<file path="src/rtl/counter_pkg.sv">
// rtl/counter_pkg.sv - shared constants and helpers for the counter family
package counter_pkg;

  // End-of-range behaviour selectors for the SATURATE parameter
  localparam int MODE_WRAP = 0;
  localparam int MODE_SAT  = 1;

  // Width of a prescaler phase counter; a divide-by-1 still reports 1 so
  // callers never declare a zero-width vector
  function automatic int pcnt_width(input int prescale);
    return (prescale <= 1) ? 1 : $clog2(prescale);
  endfunction

endpackage

</file>
<file path="src/rtl/count_prescaler.sv">
// rtl/count_prescaler.sv - clock-enable divider producing one step tick per PRESCALE enabled cycles
module count_prescaler
  import counter_pkg::*;
#(
  parameter int PRESCALE = 1
) (
  input  logic clk,
  input  logic rst,
  input  logic en,
  input  logic sync_clr,
  output logic step
);

  generate
    if (PRESCALE <= 1) begin : g_bypass
      // Divide-by-1 needs no state: every enabled cycle is a step
      logic unused_bypass;
      assign unused_bypass = ^{clk, rst, sync_clr};
      assign step = en;
    end else begin : g_div
      localparam int PW = pcnt_width(PRESCALE);
      localparam logic [PW-1:0] LAST = PW'(PRESCALE - 1);
      localparam logic [PW-1:0] ONE  = PW'(1);

      logic [PW-1:0] pcnt;

      assign step = en && (pcnt == LAST);

      // Phase counter: advances on enabled cycles, restarts on step or clear
      always_ff @(posedge clk or negedge rst) begin
        if (!rst) begin
          pcnt <= '0;
        end else if (sync_clr) begin
          pcnt <= '0;
        end else if (en) begin
          if (pcnt == LAST) pcnt <= '0;
          else              pcnt <= pcnt + ONE;
        end
      end
    end
  endgenerate

endmodule

</file>
<file path="src/rtl/updown_mod_counter.sv">
// rtl/updown_mod_counter.sv - modulo up/down counter with prescaler, load/clear, wrap or saturate
module updown_mod_counter
  import counter_pkg::*;
#(
  parameter int WIDTH    = 4,
  parameter int MAX_VAL  = 2**WIDTH - 1,
  parameter int PRESCALE = 1,
  parameter int SATURATE = MODE_WRAP
) (
  input  logic             clk,
  input  logic             rst,
  input  logic             en,
  input  logic             up,
  input  logic             clr,
  input  logic             load,
  input  logic [WIDTH-1:0] load_val,
  output logic [WIDTH-1:0] count,
  output logic             tc,
  output logic             evt
);

  localparam logic [WIDTH-1:0] MAXV = WIDTH'(MAX_VAL);
  localparam logic [WIDTH-1:0] ONE  = WIDTH'(1);

  logic             step;
  logic             at_top;
  logic             at_bot;
  logic [WIDTH-1:0] count_nxt;
  logic             evt_nxt;

  // Any clear or load restarts the prescale period
  count_prescaler #(
    .PRESCALE (PRESCALE)
  ) u_prescaler (
    .clk      (clk),
    .rst      (rst),
    .en       (en),
    .sync_clr (clr | load),
    .step     (step)
  );

  assign at_top = (count == MAXV);
  assign at_bot = (count == '0);
  assign tc     = (up && at_top) || (!up && at_bot);

  // Next count and boundary flag: clr beats load beats step
  always_comb begin
    count_nxt = count;
    evt_nxt   = 1'b0;
    if (clr) begin
      count_nxt = '0;
    end else if (load) begin
      count_nxt = (load_val > MAXV) ? MAXV : load_val;
    end else if (step) begin
      if (up) begin
        if (!at_top) begin
          count_nxt = count + ONE;
        end else begin
          evt_nxt   = 1'b1;
          count_nxt = (SATURATE == MODE_SAT) ? count : '0;
        end
      end else begin
        if (!at_bot) begin
          count_nxt = count - ONE;
        end else begin
          evt_nxt   = 1'b1;
          count_nxt = (SATURATE == MODE_SAT) ? count : MAXV;
        end
      end
    end
  end

  // Count and event registers; evt lines up with the count it describes
  always_ff @(posedge clk or negedge rst) begin
    if (!rst) begin
      count <= '0;
      evt   <= 1'b0;
    end else begin
      count <= count_nxt;
      evt   <= evt_nxt;
    end
  end

endmodule

</file>
<file path="config.mk">
export PLATFORM = sky130hd
export DESIGN_NAME = updown_mod_counter
export DESIGN_NICKNAME = d
export VERILOG_FILES = /design/src/rtl/counter_pkg.sv /design/src/rtl/count_prescaler.sv /design/src/rtl/updown_mod_counter.sv
export SDC_FILE = /design/constraint.sdc
export NUM_CORES = 1
export LEC_CHECK = 0
export CORE_MARGIN = 1
export CORE_UTILIZATION = 25
export DETAILED_ROUTE_END_ITERATION = 10
export SETUP_SLACK_MARGIN = 0.4
export SKIP_LAST_GASP = 1
export SLEW_MARGIN = 20
export SYNTH_ARGS = -nofsm -noshare
export SYNTH_HDL_FRONTEND = slang
export SYNTH_HIERARCHICAL = 1
export SYNTH_SLANG_ARGS = --single-unit
</file>
<file path="constraint.sdc">
create_clock -name clk -period 3.9 [get_ports clk]
set_input_delay 0.975 -clock clk [delete_from_list [all_inputs] [get_ports clk]]
set_output_delay 0.975 -clock clk [all_outputs]
set_load 0.03 [all_outputs]
</file>
Yosys cells after proc, flatten, opt, wreduce, memory -nomap -nowiden. Index checks and enable logic that the tools add are counted.

Input bits: 10. Bits in read-only memories: 0. Register bits: 5. Memories kept: 0. Latch bits: 0. Output and inout bits: 6. Memory bits (writable): 0. Word-level logic and storage cells: 25.

Shift operators: 0. Equal/unequal tests: 1. Divide/modulo/power cells: 0. $add $sub $neg: 2. Bitwise operators: 0. Order comparisons: 1. Reductions and logical operators: 6. Multiply operators: 0. Muxes and demuxes: 13.

Operator list (count): 2-to-1 mux 4 bit (7); 2-to-1 mux 1 bit (6); adder 4 x 1 -> 4 bit (second input constant) (1); == test 4 bit (second input constant) (1); greater-than comparator 4 bit (second input constant) (1); zero test 4 bit (1); subtractor 4 x 1 -> 4 bit (second input constant) (1); nonzero test 3 bit (1); logical AND 1 bit (2); zero test 1 bit (1); logical OR 1 bit (1).

Depth between registers and ports, before layout.
Depth in word-level cells: 6. Depth in mapped cells: 6. Depth with buffers taken out: 6.

Modules after synthesis. The synthesis kept the hierarchy.

By module, submodules not included: updown_mod_counter (cells an instance 50, area each 410.4 um^2, instances 1, seq. area each 125.1 um^2); count_prescaler (cells an instance 1, area each 7.5 um^2, instances 1, seq. area each 0.0 um^2).

Worst setup path before layout. OpenSTA, ideal clock, no wires.

Path kind: input -> output. From: input up. To: output tc. Data required time: 2.925 ns. Cell stages on the path: 2. Path buffers: 1. Arrival time: 1.979 ns. Setup slack: 0.946 ns. Path through: clkbuf_1 -> o31ai_1.

Cells in the longest elaborated chain, start to end: 3. Elaborated cells on any way between the ends: 4. Classes of those cells: reduce/logical: 4.

RTL lines: start: declaration (RTL line updown_mod_counter.sv:13) `input logic up,`; zero test 1 bit (RTL line updown_mod_counter.sv:44) `assign tc = (up && at_top) || (!up && at_bot);`; logical AND 1 bit (RTL line updown_mod_counter.sv:44); logical OR 1 bit * (RTL line updown_mod_counter.sv:44); end: declaration (RTL line updown_mod_counter.sv:18) `output logic tc,`.

Mark *: on every way between the ends. The rest lies on a longest branch, timed or not.

Worst setup path in the final report. Ends and elaborated chain as after synthesis.

==> summary.txt <==
Floorplan
  – I/O pins: 16
  – Die Y: 42.7 um
  – Core Region: between 0.0015 and 0.002 mm2
  – Initial cell density of the core: 0.272
  – Die Area: 0.00182 mm2
  – DIE WIDTH: 42.7 um
  – Num rows: 14

Worst hold path
  – Min-delay src: count[0]$_DFFE_PN0P_
  – Hold Path Class: reg2reg

Power and ir drop
  – Clock power share: 0.327
  – Lkg Pwr: 0.000280 uW
  – Seq pwr share: 0.344
  – Worst vdd ir: 0.000203 V
  – Pwr Total: 179 uW
  – Switching Power: 55.6 uW
  – PwrDens: 295 mW/mm2
  – Int Power: 123 uW
  – Logic pwr share: 0.330
  – Switching part of the total: 0.311

Flow run
  – Max-Cap Viols: 0

Setup path
  – Startpoint types: input port
  – Crit path DAT: ~2 ns
  – Worst Setup SP: up
  – WP data required: 2.92 ns
  – FF-to-FF Start: count[0]$_DFFE_PN0P_
  – Critical path class: in2out
  – Maximum fanout count along the critical path: 3
  – Critical path endpoint category: output port

Timing
  – Count of final setup violators: 0
  – RSZ-0062 raised after global routing: no
  – Max Clock Skew: 0.00200 ns
  – Final hold vios: 0
  – Worst slew pin tran: 0.331 ns
  – Slew margin rel.: 0.779
  – Fmax: 329 MHz
  – Final Max Slew Viols: 0
  – TNS Setup: 0 ns
  – Period utilization: 0.779
  – Post-route minimum period: approximately 3.0 ns

Final layout
  – Share of layout cells above drive strength 1: 0.104
  – Synth-to-Final Area Change: 46.2%
  – Non-Filler Instances: 83
  – Antenna cells: 0
  – Nets: 81
  – Final Cell Area: 606 um2

Clock network
  – Clock sink count: 5
  – CTS tree: done
  – TritonCTS Buffers: 3
  – Clock transition at path regs: 0.04 ns
  – Root Buffer: clkbuf_4
  – Clock buffer depth: 2
  – Clk_lat worst skew: 0.24 ns
  – Hold_buf cts: 0
  – # H-tree levels: 1

Detailed routing
  – Wire per inst: ~11 um
  – Drt initial violations: 3
  – WL final: 937 um
  – Via count: between 400 and 500
  – Post-route DRC: 0
  – First-pass iteration count of the detailed router: 3
  – Antenna-violating nets left: 0
  – Vias/cell: 4.96

Placement
  – Placement Cell Area: 577 um2
  – PortBufs: 15
  – Gpl congestion: around 0.74
  – Post-DP HPWL: 732 um
  – Placed Cells: around 80

Synthesis
  – Yosys warnings: 6
  – Syn nets: 63
  – Synthesized area: around 410 um2
  – Cell count after synthesis: 50
  – Syn_area_per_cell: approximately 8.3 um2

Global route
  – Grt total ovfl: 0
  – First-pass GRT wire length: 1.57 mm
  – Vias in the first global route: 364
  – Largest net degree at the start of global routing: 9
  – Gr usage total: 0.119
  – Initial antenna violation count: 0

Status
  – Outcome: complete, no violations
-- state kept, by name (all words and copies together) (netlist names) --
register and count:
count 4, evt 1
-- power groups by stage --
stage	clock (uW)	combinational [uW]	sequential, uW
6_report	58.4	58.9	61.4
5_1_grt	63.9	65.5	61.9
4_1_cts	60.7	60.0	61.3
3_5_place_dp	0	59.5	61.9
3_3_place_gp	0	59.2	62.1
2_1_floorplan	0	28.5	67.4
-- timing repair --
action | in CTS | in global routing
setup buffers | 0 | 0
setup endpoints to repair | 0 | 1
gates resized for setup | 0 | 1
-- worst paths after layout --
check / depth (start not counted) / end / slack [ns]
max in group asynchronous: 1 / evt$_DFF_PN0_ / 2.77
worst min-delay path: 3 / count[0]$_DFFE_PN0P_ / 0.76
worst min register to register: 3 / count[0]$_DFFE_PN0P_ / 0.76
min in group asynchronous: 1 / count[1]$_DFFE_PN0P_ / 0.95
worst max register to register: 6 / count[3]$_DFFE_PN0P_ / 2.34
worst max-delay path: 3 / tc / 0.86
-- critical path, stage by stage --
cell	delay, ns
clkdlybuf4s50_1	0.44
o31ai_1	0.30
dlymetal6s2s_1	0.35
-- metrics by stage --
step	hold WS [ns]	utilization	setup WS (ns)
global route	0.786	0.397	0.713
CTS	0.764	0.396	0.425
floorplan	0.679	-	0.946
global placement	0.747	0.378	0.413
detailed placement	0.754	0.378	0.446
finish	0.759	0.397	0.863
-- metal layers --
layer | track usage | vias up | share of wire
li1 | - | 210 | -
met1 | 0.138 | 186 | 0.45
met2 | 0.191 | 14 | 0.49
met3 | 0.0468 | 2 | 0.051
met4 | 0.0563 | 0 | 0.0053
met5 | 0 | - | 0
-- area by class of cell --
class	count	area, um2
Sequential cell	5	125
Multi-Input combinational cell	36	251
Fill cell	159	918
Inverter	6	22.5
Timing Repair Buffer	16	160
Clock buffer	4	26.3
Tap cell	16	20.0
-- layout by cell type (no fill, tap or decap), types with 2 or more instances in the layout --
master	n
clkdlybuf4s50_1	14
nor2_1	3
o31ai_1	2
ha_1	3
xor2_1	2
nand2b_1	2
a21oi_1	7
o21ai_0	2
dfrtp_1	5
inv_1	5
nand2_1	5
clkbuf_4	3
No activity file was read; power rests on OpenSTA's default activity.
